$ cat config.mk
export PLATFORM = sky130hd
export DESIGN_NAME = mips_mem_arbiter
export DESIGN_NICKNAME = d
export VERILOG_FILES = /design/src/rtl/mips_mem_pkg.sv /design/src/rtl/mips_mem_arbiter.sv
export SDC_FILE = /design/constraint.sdc
export NUM_CORES = 1
export LEC_CHECK = 0
export ABC_CLOCK_PERIOD_IN_PS = 5000
export BUFFER_PORTS_ARGS = -buffer_cell sky130_fd_sc_hd__buf_2
export CAP_MARGIN = 10
export CORE_UTILIZATION = 47
export CTS_CLUSTER_DIAMETER = 80
export CTS_CLUSTER_SIZE = 10
export DETAILED_ROUTE_END_ITERATION = 10
export GPL_ROUTABILITY_DRIVEN = 0
export PLACE_DENSITY = 0.91
export SYNTH_ARGS = -nofsm -noshare
export SYNTH_HDL_FRONTEND = slang
export SYNTH_SLANG_ARGS = --single-unit
$ cat constraint.sdc
create_clock -name clock -period 5 [get_ports clock]
set_input_delay 0 -clock clock [delete_from_list [all_inputs] [get_ports clock]]
set_output_delay 0 -clock clock [all_outputs]
set_load 0.03 [all_outputs]
$ cat src/rtl/mips_mem_pkg.sv
// mips_mem_pkg: shared types for the IF/MEM unified memory arbiter.
// FSM states, owner encoding and word-address width.
package mips_mem_pkg;

  typedef enum logic [1:0] {
    IDLE  = 2'd0,
    ISSUE = 2'd1,
    WAIT  = 2'd2,
    RESP  = 2'd3
  } state_t;

  localparam logic OWN_IF   = 1'b0;
  localparam logic OWN_DATA = 1'b1;

  localparam int MEM_AW = 30;

endpackage

$ cat src/rtl/mips_mem_arbiter.sv
// mips_mem_arbiter: shares one fixed-latency memory between the
// IF port and the MEM-stage data port; data first, IF anti-starve.
// Ports: clock/reset; if_req/if_addr -> if_rdata/if_ready;
//   d_rd/d_wr/d_addr/d_wdata -> d_rdata/d_ready;
//   mem_en/mem_we/mem_addr/mem_wdata, mem_rdata;
//   stall_if/stall_mem for the hazard unit.
module mips_mem_arbiter
  import mips_mem_pkg::*;
#(
  parameter int MEM_LAT    = 2,
  parameter int STARVE_MAX = 4
) (
  input  logic              clock,
  input  logic              reset,
  input  logic              if_req,
  input  logic [31:0]       if_addr,
  output logic [31:0]       if_rdata,
  output logic              if_ready,
  input  logic              d_rd,
  input  logic              d_wr,
  input  logic [31:0]       d_addr,
  input  logic [31:0]       d_wdata,
  output logic [31:0]       d_rdata,
  output logic              d_ready,
  output logic              mem_en,
  output logic              mem_we,
  output logic [MEM_AW-1:0] mem_addr,
  output logic [31:0]       mem_wdata,
  input  logic [31:0]       mem_rdata,
  output logic              stall_if,
  output logic              stall_mem
);

  localparam logic [3:0] LAT_INIT   = 4'(MEM_LAT);
  localparam logic [3:0] STARVE_TOP = 4'(STARVE_MAX);

  state_t state_q, state_d;
  logic owner_q, owner_d;
  logic we_q, we_d;
  logic [3:0] lat_cnt_q, lat_cnt_d;
  logic [3:0] starve_cnt_q, starve_cnt_d;
  logic mem_en_q, mem_en_d;
  logic mem_we_q, mem_we_d;
  logic [MEM_AW-1:0] mem_addr_q, mem_addr_d;
  logic [31:0] mem_wdata_q, mem_wdata_d;
  logic [31:0] if_rdata_q, if_rdata_d;
  logic [31:0] d_rdata_q, d_rdata_d;
  logic if_ready_q, if_ready_d;
  logic d_ready_q, d_ready_d;

  logic d_req;
  logic if_win;
  logic unused_byte_bits;

  assign d_req = d_rd | d_wr;
  // IF only beats a data request once data has had its run.
  assign if_win = if_req &
    (~d_req | (starve_cnt_q == STARVE_TOP));
  assign unused_byte_bits = ^{if_addr[1:0], d_addr[1:0]};

  always_comb begin
    state_d      = state_q;
    owner_d      = owner_q;
    we_d         = we_q;
    lat_cnt_d    = lat_cnt_q;
    starve_cnt_d = starve_cnt_q;
    mem_en_d     = 1'b0;
    mem_we_d     = 1'b0;
    mem_addr_d   = mem_addr_q;
    mem_wdata_d  = mem_wdata_q;
    if_rdata_d   = if_rdata_q;
    d_rdata_d    = d_rdata_q;
    if_ready_d   = 1'b0;
    d_ready_d    = 1'b0;
    unique case (state_q)
      IDLE: begin
        if (if_req | d_req) begin
          state_d  = ISSUE;
          mem_en_d = 1'b1;
          if (if_win) begin
            owner_d      = OWN_IF;
            we_d         = 1'b0;
            mem_addr_d   = if_addr[31:2];
            starve_cnt_d = 4'd0;
          end else begin
            owner_d     = OWN_DATA;
            we_d        = d_wr;
            mem_we_d    = d_wr;
            mem_addr_d  = d_addr[31:2];
            mem_wdata_d = d_wdata;
            if (!if_req)
              starve_cnt_d = 4'd0;
            else if (starve_cnt_q != STARVE_TOP)
              starve_cnt_d = starve_cnt_q + 4'd1;
          end
        end
      end
      ISSUE: begin
        lat_cnt_d = LAT_INIT;
        state_d   = WAIT;
      end
      WAIT: begin
        lat_cnt_d = lat_cnt_q - 4'd1;
        if (lat_cnt_q == 4'd1) begin
          state_d = RESP;
          if (owner_q == OWN_IF) begin
            if_rdata_d = mem_rdata;
            if_ready_d = 1'b1;
          end else begin
            // a store leaves the load data register alone
            if (!we_q)
              d_rdata_d = mem_rdata;
            d_ready_d = 1'b1;
          end
        end
      end
      RESP: begin
        state_d = IDLE;
      end
      default: state_d = IDLE;
    endcase
  end

  always_ff @(posedge clock or posedge reset) begin
    if (reset) begin
      state_q      <= IDLE;
      owner_q      <= OWN_IF;
      we_q         <= 1'b0;
      lat_cnt_q    <= 4'd0;
      starve_cnt_q <= 4'd0;
      mem_en_q     <= 1'b0;
      mem_we_q     <= 1'b0;
      mem_addr_q   <= '0;
      mem_wdata_q  <= 32'd0;
      if_rdata_q   <= 32'd0;
      d_rdata_q    <= 32'd0;
      if_ready_q   <= 1'b0;
      d_ready_q    <= 1'b0;
    end else begin
      state_q      <= state_d;
      owner_q      <= owner_d;
      we_q         <= we_d;
      lat_cnt_q    <= lat_cnt_d;
      starve_cnt_q <= starve_cnt_d;
      mem_en_q     <= mem_en_d;
      mem_we_q     <= mem_we_d;
      mem_addr_q   <= mem_addr_d;
      mem_wdata_q  <= mem_wdata_d;
      if_rdata_q   <= if_rdata_d;
      d_rdata_q    <= d_rdata_d;
      if_ready_q   <= if_ready_d;
      d_ready_q    <= d_ready_d;
    end
  end

  assign mem_en    = mem_en_q;
  assign mem_we    = mem_we_q;
  assign mem_addr  = mem_addr_q;
  assign mem_wdata = mem_wdata_q;
  assign if_rdata  = if_rdata_q;
  assign if_ready  = if_ready_q;
  assign d_rdata   = d_rdata_q;
  assign d_ready   = d_ready_q;

  assign stall_if  = if_req & ~if_ready_q;
  assign stall_mem = d_req & ~d_ready_q;

endmodule
Word level (Yosys, flattened, before mapping)
Cells that the tools add are included.
Cells by class
  add/sub/neg operators: 2
  equality and inequality tests: 9
  multiplexer cells: 20
  bitwise operators: 12
  reductions and logical operators: 8
Operators with widths (number)
  two-way mux 30 bit: 1
  two-way mux 1 bit: 12
  two-way mux 4 bit: 3
  AND reduction 3 bit: 3
  one-hot mux 2 bit (4 select lines): 1
  one-hot mux 4 bit (2 select lines): 1
  inverter 1 bit: 6
  adder 4 x 1 -> 4 bit, second input constant: 1
  == test 2 bit, second input constant: 2
  == test 4 x 1 -> 1 bit, second input constant: 1
  == test 4 x 3 -> 1 bit, second input constant: 1
  two-way mux 2 bit: 2
  inequality test 2 bit, second input constant: 2
  inequality test 4 x 3 -> 1 bit, second input constant: 1
  AND reduction 2 bit: 2
  AND reduction 4 bit: 1
  subtractor 4 x 1 -> 4 bit, second input constant: 1
  AND 1 bit: 3
  inequality test 3 x 1 -> 1 bit, second input constant: 1
  bitwise OR 1 bit: 3
  == test 2 x 1 -> 1 bit, second input constant: 1
  zero test 2 bit: 1
  nonzero test 2 bit: 1
Storage, ports and cells
  register bits: 142
  input bits: 133
  output and inout bits: 132
  word-level logic and storage cells: 64

Logic depth before layout (Yosys ltp)
Gate-level depths: netlist of run 1.
  depth in word-level cells: 7
  depth in mapped cells: 8
  depth with buffers taken out: 6

Least setup slack after synthesis of run 1
OpenSTA, ideal clock, no wires.
  path type: register -> register
  start: register lat_cnt_q[1]
  end: register if_rdata_q[10], in the netlist if_rdata[10]
  library setup time: 0.125 ns
  data arrival time: 1.830 ns
  required time: 4.875 ns
  slack: 3.045 ns
  stages on the path, launching flop included: 7
  buffers on the path: 1
  clock period less this slack: 1.955 ns
  path through: dfrtp_1 -> inv_1 -> ha_1 -> or3b_1 -> nor3_2 -> buf_2 -> mux2_2
Between the ends
  word-level cells in the longest chain between the ends: 2
RTL lines
  start, declared: RTL line mips_mem_arbiter.sv:40  | logic [3:0] lat_cnt_q, lat_cnt_d;
  start signal, assigned: RTL line mips_mem_arbiter.sv:143  | lat_cnt_q <= lat_cnt_d;
  == test 4 x 1 -> 1 bit: RTL line mips_mem_arbiter.sv:104  | if (lat_cnt_q == 4'd1) begin
  AND reduction 3 bit (no source line)
  end signal, assigned: RTL line mips_mem_arbiter.sv:149  | if_rdata_q <= if_rdata_d;
  end, declared: RTL line mips_mem_arbiter.sv:46  | logic [31:0] if_rdata_q, if_rdata_d;
Every way passes these cells.
A chain may end at the register's enable or synchronous reset.

Final worst setup path of run 1
  start: input d_rd
  end: register mem_wdata_q[31], in the netlist mem_wdata[31]
Between the ends
  word-level cells in the longest chain between the ends: 6
  elaborated cells on any way between the ends: 7
  classes of those cells: 6 x bitwise; 1 x reduce/logical
RTL lines
  start, declared: RTL line mips_mem_arbiter.sv:19  | input logic d_rd,
  bitwise OR 1 bit (*): RTL line mips_mem_arbiter.sv:55  | assign d_req = d_rd | d_wr;
  inverter 1 bit: RTL line mips_mem_arbiter.sv:58  | (~d_req | (starve_cnt_q == STARVE_TOP));
  bitwise OR 1 bit: RTL line mips_mem_arbiter.sv:58
  AND 1 bit: RTL line mips_mem_arbiter.sv:57  | assign if_win = if_req &
  inverter 1 bit (no source line)
  AND reduction 3 bit (no source line) (*)
  end signal, assigned: RTL line mips_mem_arbiter.sv:148  | mem_wdata_q <= mem_wdata_d;
  end, declared: RTL line mips_mem_arbiter.sv:45  | logic [31:0] mem_wdata_q, mem_wdata_d;
Mark *: on every way between the ends. The rest lies on a longest branch, timed or not.

==> reports/metrics.cfg, run 1 <==
[outcome]
run_status=finished, final reports clean

[worst_setup_path]
critical_path.endpoint=mem_wdata[31]$_DFFE_PP0P_
r2r_setup_slack_ps=2350
worst-setup-path-type=primary input to register
worst-r2r-cell-count=8
critical_path_arrival_ps=3130
worst_setup_path_end_kind=register
crit_required_ps=5300
critPathLaunch=d_rd
timing.critical_path.from_type=primary input
crit-reg2reg-capture=mem_addr[14]$_DFFE_PP0P_
critical_path.reg2reg.startpoint=state_q[0]$_DFFE_PP0P_
critical_path.max_fanout=33

[power_and_ir_drop]
switching_power_mw=2.699
power.density_nw_per_um2=692.7
leakage_power_nw=4.697
power.share.switching_pct=41.65
max-vdd-ir-drop_mv=0.4130
pwr-share-clk_pct=21.2
finalPower_mw=6.480
power_frac_comb_pct=47.9
power_report.internal_total_mw=3.781
seq_power_share_pct=30.9

[logic_synthesis]
synth.net_count=593
syn-cell-area_um2=6023
syn-mean-instance-area_um2=13.27
synthesis.yosys.warnings=0
post_synth_inst_count=454
flops_latches_synth=142
share_of_synthesized_area_occupied_by_flip_flops_and_latches_pct=58.99
synth_cell_type_count=35

[timing]
timing_worst_slew_pin_value_ps=1186
final_hold_viol_count=0
fin_setup_tns_ps=0
unrepaired_setup_endpoints_after_global_routing=no
drv_slew=0
timing.final.crit_period_ps=2832
maxSlewHeadroom_pct=20.93
finalSetupViolCount=0
highest_attainable_clock_frequency_mhz=353.2
final.period_utilization_pct=56.63
clock_skew_ps=7.803

[layout]
number_of_nets_at_the_end_of_the_flow=972
fin_util_pct=76.29
instances_no_fill=1014
drive_gt1_share_pct=47.52
area.sequential_um2=3553
multi_input_area_um2=2272
fillerInstances=723
finalInstanceArea_um2=9354
area_growth_syn_to_layout_pct=55.30
insertedDiodeCount=0

[drt]
drt_wl_total_um=20400
detail-route-antenna-nets=0
via_count_normalized_by_instance_count=5.457
detail_route.wl_per_cell_um=20.11
first_iter_violations=412
drtPass1Iterations=5
vias=5533
drc=0

[cts]
tritoncts_num_sinks=142
clock_insertion_delay_worst_skew_ps=420
cts_post_setup_buffers_inserted=0
cts.path.max_buffers=2
numCtsBuffers=17
cts.clk_slew.worst_paths_ps=60
tritoncts=built
cts.root.buffer_cell=sky130_fd_sc_hd__clkbuf_16
post_cts.resized_instances=0
cts.htree.levels=4

[floorplan]
fp-row-count=40
start_util_pct=49.12
core_area_um2=12260
die_outline_width_um=115.2
design.portCount=265
chipHeight_um=115.2
die_ar_um2=13270

[global_route]
globalRouteTotalUtil_pct=31.14
grt_start_max_net_pins=91
met3_usage_pct=8.962
grt_first_pass_wirelength_um=30790
grt_use_met1_pct=32.85
grt-busiest-layer=met2
grt_pass1_vias=5820
grt_overflow_total=0
met2_usage_pct=54.10
grt_antenna_before_repair=0

[place]
placed_area_um2=7432
dp.final_hpwl_um=11150
port_buffers=260
placed_cells_incl_taps=855

[worst_hold_path]
worst_hold_path_type=primary input to async pin

[run]
timing.max_cap.violations=0

[power groups by stage]
stage | registers (mW) | logic [mW] | clock network, mW
floorplan | 2.90 | 0.983 | 0
detailed placement | 1.97 | 2.72 | 0
global placement | 1.94 | 2.65 | 0
global route | 2.05 | 3.27 | 1.44
CTS | 1.97 | 3.03 | 1.39
finish | 2.00 | 3.10 | 1.38
[synth_stat cells (all sizes together)]
cell type,number,area share [%]
a31oi,31,3.2
ha,6,1.2
mux2i,2,0.33
nand2,5,0.31
and4b,1,0.17
a22o,2,0.29
o21a,1,0.12
and3b,1,0.15
nand3,31,2.6
buf,11,1.5
o22ai,2,0.21
and3,2,0.21
or3b,2,0.29
nor4,1,0.10
nor2,34,2.1
o2bb2ai,1,0.15
o21ai,1,0.083
nand4b,1,0.15
a21o,2,0.25
a22oi,1,0.12
nand2b,3,0.31
o211ai,30,3.7
dfrtp,142,59
inv,10,0.62
clkbuf,23,1.4
nor2b,3,0.31
o22a,2,0.29
mux2,98,20
nor3,5,0.58
[layout by cell type (no fill, tap or decap), types with 3 or more instances in the layout]
cell type	netlist	final
sky130_fd_sc_hd__ha_1	6	6
sky130_fd_sc_hd__clkinv_4	0	4
sky130_fd_sc_hd__buf_4	4	7
sky130_fd_sc_hd__nand2_1	5	5
sky130_fd_sc_hd__mux2_2	68	68
sky130_fd_sc_hd__nor2_1	34	33
sky130_fd_sc_hd__dfrtp_1	142	142
sky130_fd_sc_hd__nor2b_1	3	3
sky130_fd_sc_hd__nand3_1	31	31
sky130_fd_sc_hd__mux2_4	29	29
sky130_fd_sc_hd__o211ai_1	30	30
sky130_fd_sc_hd__nand2b_1	3	3
sky130_fd_sc_hd__clkbuf_16	0	17
sky130_fd_sc_hd__inv_1	9	8
sky130_fd_sc_hd__bufinv_16	0	4
sky130_fd_sc_hd__buf_2	3	260
sky130_fd_sc_hd__a31oi_1	31	31
sky130_fd_sc_hd__clkbuf_8	0	3
sky130_fd_sc_hd__nor3_1	3	3
sky130_fd_sc_hd__dlygate4sd3_1	0	127
[how the worst min path moves through the flow]
stage                       from                        to  cells after the start
finish                     reset         d_ready$_DFF_PP0_                      3
global route          d_wdata[9]  mem_wdata[9]$_DFFE_PP0P_                      3
CTS                        reset   if_rdata[6]$_DFFE_PP0P_                      3
detailed placement         reset         d_ready$_DFF_PP0_                      2
global placement           reset   if_rdata[6]$_DFFE_PP0P_                      2
floorplan           mem_rdata[4]    d_rdata[4]$_DFFE_PP0P_                      1
[flip-flops by register name, summed over array words and instances, names as in the netlist, 2 cells and up]
register / cells
d_rdata: 32
if_rdata: 32
lat_cnt_q: 4
mem_addr: 30
mem_wdata: 32
starve_cnt_q: 4
state_q: 2
[layout make-up]
cell class	instances	area share, %
clock buffer	20	4.989
clock inverter	12	1.966
inverter	10	0.4548
multi-input combinational	268	24.29
sequential	142	37.99
tap	168	2.247
timing repair buffer	394	28.06
[per-stage QoR]
step / hold slack (ps) / setup slack, ps
3_5_place_dp: 221.0 / 1979
6_report: 306.4 / 2168
3_3_place_gp: 219.9 / 2034
5_1_grt: 346.2 / 2068
2_1_floorplan: 134.7 / 1190
4_1_cts: 319.2 / 2247
[per-layer routing]
| layer | vias to the layer above | part of all wire (%) |
|---|---|---|
| met3 | 103 | 6.5 |
| met4 | 0 | 5.6 |
| met5 | - | 0 |
| met2 | 327 | 52 |
| met1 | 2705 | 36 |
| li1 | 2398 | - |
[cells by family after synthesis]
family | after synthesis | synth area share (%)
adders and majority gates | 6 | 1.246
muxes | 100 | 20.46
and+or+nand+nor | 89 | 7.271
AOI/OAI and AO/OA | 73 | 8.475
DFF | 142 | 58.99
buffers and inverters | 44 | 3.552
[repair_timing]
action / in CTS / in global routing
hold endpoints to repair: 217 / 0
hold buffers: 127 / 0
endpoints found under the setup margin: 0 / 0
[worst max-delay path, cell delays in order]
cell and delay (ps):
sky130_fd_sc_hd__dlygate4sd3_1 520, sky130_fd_sc_hd__buf_2 150, sky130_fd_sc_hd__or3b_1 910, sky130_fd_sc_hd__and3_2 1090, sky130_fd_sc_hd__mux2_2 440
No activity file was read; power rests on OpenSTA's default activity.
==> inputs of run 2 (changes only) <==
Settings changed: ABC_CLOCK_PERIOD_IN_PS 5000 to 2500, CORE_UTILIZATION 47 to 43, PLACE_DENSITY 0.91 to 0.89.
Clock period 5 ns to 2.5 ns, I/O delays scaled along.
==> run 2 against run 1 <==
Against the previous run:
- via count is 0.99% lower
- total power grew 100%
- worst hold slack worse by 230 ps
- die area increased by 9.1%
- clock skew fell by 0.64 ps
- sequential share of layout area shrank 0.61 points
- first-iteration DRC count up 22%
- register-to-register slack lost 2200 ps
- cell area grew 1.6%
- final cell count rose by 1.5%
- setup slack worse by 2000 ps
- critical path type is now register to register
==> reports/metrics.cfg, run 2 (synthesis gave the netlist of run 1 again) <==
[worst_setup_path]
critical_path.max_fanout=62  ; +88%
timing.critical_path.from_type=register
worst-setup-path-type=register to register
r2r_setup_slack_ps=150  ; -2200 ps
worst_setup_path_end_kind=register
critical_path_arrival_ps=2700  ; -430 ps
crit-reg2reg-capture=mem_addr[25]$_DFFE_PP0P_
critical_path.reg2reg.startpoint=state_q[0]$_DFFE_PP0P_
crit_required_ps=2850  ; -2450 ps
worst-r2r-cell-count=8  ; unchanged

[layout]
fillerInstances=823  ; +14%
final_common_cell=sky130_fd_sc_hd__buf_2
drive_gt1_share_pct=47.71  ; +0.19 points
area_growth_syn_to_layout_pct=57.83
instances_no_fill=1029  ; +1.5%
finalInstanceArea_um2=9507  ; +1.6%
number_of_nets_at_the_end_of_the_flow=977  ; +0.51%
fin_util_pct=70.67  ; -5.6 points
area.sequential_um2=3553  ; unchanged
commonest_non_fill_non_tap_cells_in_the_layout=sky130_fd_sc_hd__buf_2, sky130_fd_sc_hd__dfrtp_1, sky130_fd_sc_hd__dlygate4sd3_1
multi_input_area_um2=2272  ; unchanged

[global_route]
grt_start_max_net_pins=63  ; -31%
grt_pass1_vias=5817  ; -0.052%
grt_first_pass_wirelength_um=29590  ; -3.9%
globalRouteTotalUtil_pct=26.60  ; -4.5 points
grt_antenna_before_repair=2  ; +2
grt_overflow_total=0  ; unchanged

[place]
placed_cells_incl_taps=868  ; +1.5%
dp.final_hpwl_um=10580  ; -5.2%
placed_area_um2=7541  ; +1.5%
detailedPlace.worstSlack_ps=437.2  ; -1542 ps
port_buffers=260  ; unchanged

[outcome]
run_status=finished, final reports clean

[drt]
vias=5478  ; -0.99%
drc=0  ; unchanged
detail_route.wl_per_cell_um=18.62  ; -7.4%
drtPass1Iterations=5  ; unchanged
drt_wl_total_um=19160  ; -6.1%
via_count_normalized_by_instance_count=5.324  ; -2.4%
detail-route-antenna-nets=0  ; unchanged
first_iter_violations=502  ; +22%

[worst_hold_path]
holdPathEnd=starve_cnt_q[2]$_DFFE_PP0P_
worst_hold_path_type=primary input to register
worst_hold_startpoint=if_req
whs_path_depth=3

[timing]
timing.final.crit_period_ps=2347
hold_ws_ps=80.35  ; -226.1 ps
maxSlewHeadroom_pct=59.04  ; +38 points
unrepaired_setup_endpoints_after_global_routing=no
timing_worst_slew_pin_value_ps=613.1  ; -573.0 ps
layout_setup_ws_ps=153.3  ; -2015 ps
final_hold_viol_count=0  ; unchanged
clock_skew_ps=7.165  ; -0.6375 ps
drv_slew=0  ; unchanged
finalSetupViolCount=0  ; unchanged
fin_setup_tns_ps=0  ; unchanged
final.period_utilization_pct=93.87
highest_attainable_clock_frequency_mhz=426.1

[power_and_ir_drop]
switching_power_mw=5.317  ; +97%
power_report.internal_total_mw=7.754  ; +110%
power_frac_comb_pct=47.4  ; -0.5 points
finalPower_mw=13.07  ; +100%
power.share.switching_pct=40.68  ; -0.97 points
power.density_nw_per_um2=1375  ; +98%
max-vdd-ir-drop_mv=0.7845  ; +90%
leakage_power_nw=4.746  ; +1.0%
seq_power_share_pct=30.4  ; -0.5 points
pwr-share-clk_pct=22.2  ; +1.0 points

[cts]
numCtsBuffers=17  ; unchanged
cts_post_setup_buffers_inserted=0  ; unchanged
cts.root.buffer_cell=sky130_fd_sc_hd__clkbuf_16
clock_insertion_delay_worst_skew_ps=420  ; about the same
cts.path.max_buffers=2  ; unchanged
tritoncts_num_sinks=142  ; unchanged
tritoncts=built
cts.htree.levels=4  ; unchanged
cts.clk_slew.worst_paths_ps=60  ; about the same

[floorplan]
chipHeight_um=120.4  ; +4.5%
start_util_pct=44.77  ; -4.3 points
die_ar_um2=14490  ; +9.1%
die_outline_width_um=120.4  ; +4.5%
core_area_um2=13450  ; +9.7%
fp-row-count=42  ; +5.0%
design.portCount=265  ; unchanged

[run]
timing.max_cap.violations=0  ; unchanged

-- run 2: per-layer routing --
metal | share of wire (%) | wire length, µm | global-route usage (%) | vias to the layer above
met5 | 0 | 0 | 0 | -
met1 | 36 | 6939 | 29.04 | 2666
met4 | 3.8 | 726 | 13.35 | 0
li1 | - | - | - | 2422
met2 | 52 | 10030 | 47.52 | 322
met3 | 7.6 | 1463 | 6.934 | 68
-- run 2: layout make-up --
class	count	area share, %
well taps	176	2.316
clock buffers	19	4.659
repair buffers	399	28.80
diodes	2	0.05265
clock inverters	13	2.461
flip-flops and latches	142	37.38
inverters	10	0.4343
multi-input cells	268	23.90
-- run 2: worst max path at each step --
stage          slack (ps)                       end  depth (start not counted)                      from
6_report              150  mem_addr[25]$_DFFE_PP0P_                          8    state_q[0]$_DFFE_PP0P_
5_1_grt                 4  mem_addr[10]$_DFFE_PP0P_                          8    state_q[0]$_DFFE_PP0P_
4_1_cts                60  mem_addr[20]$_DFFE_PP0P_                          8    state_q[0]$_DFFE_PP0P_
3_5_place_dp          440   d_rdata[22]$_DFFE_PP0P_                          6  lat_cnt_q[1]$_DFFE_PP0P_
3_3_place_gp          500   d_rdata[11]$_DFFE_PP0P_                          6  lat_cnt_q[1]$_DFFE_PP0P_
2_1_floorplan         550  if_rdata[10]$_DFFE_PP0P_                          6  lat_cnt_q[1]$_DFFE_PP0P_
-- run 2: worst max-delay path, cell delays in order, from the launching register on --
cell                            delay (ps)
sky130_fd_sc_hd__dfrtp_1               390
sky130_fd_sc_hd__inv_1                  80
sky130_fd_sc_hd__ha_1                  300
sky130_fd_sc_hd__nand2b_1              220
sky130_fd_sc_hd__inv_2                 130
sky130_fd_sc_hd__buf_12                260
sky130_fd_sc_hd__nor2_1                100
sky130_fd_sc_hd__a31oi_1               210
sky130_fd_sc_hd__dlygate4sd3_1         580
-- run 2: power by group through the flow --
| stage | Combinational, mW | Sequential (mW) | Clock (mW) |
|---|---|---|---|
| floorplan | 1.97 | 5.81 | 0 |
| global placement | 5.30 | 3.85 | 0 |
| detailed placement | 5.41 | 3.93 | 0 |
| CTS | 6.03 | 3.92 | 2.93 |
| global route | 6.51 | 4.09 | 3.02 |
| finish | 6.19 | 3.98 | 2.90 |
-- run 2: repair_timing --
action,in CTS,in global routing
setup endpoints to repair,0,30
resized for setup,0,4
hold endpoints to repair,151,0
hold buffers,127,0
==> inputs of run 3 (changes only) <==
Settings changed: ABC_AREA set to 1, PLACE_DENSITY 0.89 to 0.88.
==> run 3 against run 2 <==
Against the previous run:
- setup slack better by 79 ps
- count of clock-buffer cells in the layout is 2 higher
- largest power group unchanged
- sequential cell count stayed put
- final cell count is 26% higher
- sequential share of layout area is 0.34 points higher
- maximum frequency is 3.5% higher
- critical endpoint is now mem_addr[17]$_DFFE_PP0P_
- sequential power is 2% higher
==> reports/metrics.cfg, run 3 <==
[outcome]
run_status=finished, final reports clean

[logic_synthesis]
flops_latches_synth=142  ; unchanged
synth_cell_type_count=25  ; -29%
post_synth_inst_count=723  ; +59%
yosys-top-cells-area=sky130_fd_sc_hd__dfrtp_1, sky130_fd_sc_hd__nand2_1, sky130_fd_sc_hd__nand3_1, sky130_fd_sc_hd__inv_1, sky130_fd_sc_hd__a21oi_1
async_reset_ff_share_pct=100.0  ; unchanged
syn-mean-instance-area_um2=8.516  ; -36%
synth.net_count=862  ; +45%
syn-cell-area_um2=6157  ; +2.2%
synthesis.yosys.warnings=0  ; unchanged
most_common_cell_in_the_netlist=sky130_fd_sc_hd__nand2_1
yosys.area.top_type_share_pct=57.71  ; -1.3 points
dominantRegCellSynth=sky130_fd_sc_hd__dfrtp_1
synth_top_area_cell=sky130_fd_sc_hd__dfrtp_1
share_of_synthesized_area_occupied_by_flip_flops_and_latches_pct=57.71  ; -1.3 points
synth_edf_count=0  ; unchanged
ys_top_cells_by_count=sky130_fd_sc_hd__nand2_1, sky130_fd_sc_hd__dfrtp_1, sky130_fd_sc_hd__inv_1

[floorplan]
start_util_pct=44.19  ; -0.59 points
die_ar_um2=14800  ; +2.2%
fp-row-count=43  ; +2.4%
die_outline_width_um=121.7  ; +1.1%
chipHeight_um=121.7  ; +1.1%
core_area_um2=13930  ; +3.6%
design.portCount=265  ; unchanged

[worst_setup_path]
critPathLaunch=starve_cnt_q[0]$_DFFE_PP0P_
worst-setup-path-type=register to register
worst_setup_path_end_kind=register
timing.critical_path.from_type=register
critical_path.endpoint=mem_addr[17]$_DFFE_PP0P_
critical_path.max_fanout=19  ; -69%
critical_path.reg2reg.startpoint=starve_cnt_q[0]$_DFFE_PP0P_
r2r_setup_slack_ps=230  ; +80 ps
worst-r2r-cell-count=10  ; +2
crit-reg2reg-capture=mem_addr[17]$_DFFE_PP0P_
crit_required_ps=2800  ; -50 ps
critical_path_arrival_ps=2570  ; -130 ps

[layout]
fillerInstances=927  ; +13%
instances_no_fill=1292  ; +26%
insertedDiodeCount=0  ; -2
drive_gt1_share_pct=28.06  ; -20 points
finalInstanceArea_um2=9422  ; -0.89%
fin_util_pct=67.61  ; -3.1 points
multi_input_area_um2=1943  ; -14%
area_growth_syn_to_layout_pct=53.02
number_of_nets_at_the_end_of_the_flow=1239  ; +27%
area.sequential_um2=3553  ; unchanged
final_common_cell=sky130_fd_sc_hd__buf_2
commonest_non_fill_non_tap_cells_in_the_layout=sky130_fd_sc_hd__buf_2, sky130_fd_sc_hd__nand2_1, sky130_fd_sc_hd__dfrtp_1

[global_route]
grt_first_pass_wirelength_um=30900  ; +4.4%
met3_usage_pct=7.163  ; +0.23 points
grt_use_met1_pct=31.90  ; +2.9 points
grt_pass1_vias=6377  ; +9.6%
grt_start_max_net_pins=143  ; +130%
met2_usage_pct=45.49  ; -2.0 points
grt_overflow_total=0  ; unchanged
grt-busiest-layer=met2
grt_antenna_before_repair=0  ; -2
globalRouteTotalUtil_pct=26.94  ; +0.34 points

[place]
placed_cells_incl_taps=1134  ; +31%
placed_area_um2=7546  ; about the same
detailedPlace.worstSlack_ps=542.7  ; +105.5 ps
port_buffers=260  ; unchanged
dp.final_hpwl_um=10560  ; -0.17%

[drt]
detail-route-antenna-nets=0  ; unchanged
drt_wl_total_um=19920  ; +4.0%
first_iter_violations=621  ; +24%
drtPass1Iterations=6  ; +1
drc=0  ; unchanged
via_count_normalized_by_instance_count=4.995  ; -6.2%
detail_route.wl_per_cell_um=15.42  ; -17%
vias=6454  ; +18%

[cts]
cts.clk_slew.worst_paths_ps=60  ; about the same
tritoncts=built
cts.htree.levels=4  ; unchanged
clock_insertion_delay_worst_skew_ps=410  ; about the same
tritoncts_num_sinks=142  ; unchanged
cts.path.max_buffers=2  ; unchanged
cts_post_setup_buffers_inserted=0  ; unchanged
numCtsBuffers=17  ; unchanged
cts.root.buffer_cell=sky130_fd_sc_hd__clkbuf_16

[timing]
highest_attainable_clock_frequency_mhz=441.0  ; +3.5%
unrepaired_setup_endpoints_after_global_routing=no
timing_worst_slew_pin_value_ps=816.7  ; +203.7 ps
final_hold_viol_count=0  ; unchanged
fin_setup_tns_ps=0  ; unchanged
final.period_utilization_pct=90.70  ; -3.2 points
timing.final.crit_period_ps=2267  ; -79.33 ps
finalSetupViolCount=0  ; unchanged
drv_slew=0  ; unchanged
layout_setup_ws_ps=232.6  ; +79.33 ps
maxSlewHeadroom_pct=45.55  ; -13 points
clock_skew_ps=6.815  ; -0.3501 ps

[worst_hold_path]
worst_hold_startpoint=d_rd
worst_hold_path_type=primary input to register

[run]
timing.max_cap.violations=0  ; unchanged

[power_and_ir_drop]
power.density_nw_per_um2=1333  ; -3.0%
max-vdd-ir-drop_mv=0.7207  ; -8.1%
leakage_power_nw=5.164  ; +8.8%

[run 3: cell count changes after synthesis, moves of 24 or more]
cell	change
sky130_fd_sc_hd__a21oi_1	+35
sky130_fd_sc_hd__a31oi_1	-30
sky130_fd_sc_hd__inv_1	+100
sky130_fd_sc_hd__mux2_2	-68
sky130_fd_sc_hd__mux2_4	-29
sky130_fd_sc_hd__nand2_1	+193
sky130_fd_sc_hd__nand3_1	+63
sky130_fd_sc_hd__o211ai_1	-30
sky130_fd_sc_hd__o21ai_1	+24
[run 3: what timing repair did]
action | 4_1_cts | 5_1_grt
resized for setup | 0 | 1
hold buffers | 127 | 0
endpoints found under the hold margin | 272 | 0
endpoints found under the setup margin | 0 | 1
[run 3: cells by family after synthesis]
group | after synthesis | synth area share (%)
and+or+nand+nor | 343 | 23.43
buffers and inverters | 151 | 10.85
DFF | 142 | 57.71
AOI/OAI and AO/OA | 79 | 6.503
adders and majority gates | 6 | 1.219
xor gates and xnor gates | 2 | 0.2845
[run 3: per-layer routing]
metal / wire length, µm / up-vias
met2: 9713 / 399
met3: 1796 / 62
li1: - / 2984
met5: 0 / -
met4: 614 / 0
met1: 7800 / 3009
[run 3: cell type report]
cell class	instances	area share, %
Clock inverter	10	1.474
Multi-Input combinational cell	430	20.62
Inverter	111	4.462
Tap cell	180	2.390
Clock buffer	21	4.887
Sequential cell	142	37.72
Timing Repair Buffer	398	28.45
[run 3: worst min-delay path by stage]
stage	endpoint	slack, ps	cells after the start
2_1_floorplan	mem_we$_DFF_PP0_	130	2
3_3_place_gp	mem_wdata[18]$_DFFE_PP0P_	230	3
3_5_place_dp	mem_wdata[13]$_DFFE_PP0P_	240	3
4_1_cts	state_q[0]$_DFFE_PP0P_	80	5
5_1_grt	state_q[0]$_DFFE_PP0P_	170	5
6_report	state_q[1]$_DFFE_PP0P_	120	6
[run 3: through the flow]
stage               hold slack [ps]  total power [mW]
CTS                           84.90             12.38
global placement              233.2             9.290
floorplan                     133.8             7.846
detailed placement            236.7             9.478
global route                  167.5             13.25
finish                        118.3             12.56
[run 3: where the power goes]
| part | total [mW] | internal [mW] | leakage (nW) | switching (mW) |
|---|---|---|---|---|
| Combinational | 5.97 | 1.82 | 3.24 | 4.15 |
| Sequential | 4.05 | 3.41 | 1.64 | 0.636 |
| Clock | 2.55 | 1.61 | 0.281 | 0.932 |
[run 3: critical path, stage by stage (launching register included)]
cell                            delay, ps
sky130_fd_sc_hd__dfrtp_1              400
sky130_fd_sc_hd__inv_1                 60
sky130_fd_sc_hd__ha_1                 190
sky130_fd_sc_hd__nand3_1              110
sky130_fd_sc_hd__nand2_2               90
sky130_fd_sc_hd__nand2_4              210
sky130_fd_sc_hd__buf_4                250
sky130_fd_sc_hd__nand2_1               90
sky130_fd_sc_hd__nand3_1              100
sky130_fd_sc_hd__dlygate4sd3_1        590
sky130_fd_sc_hd__nand2_1               70
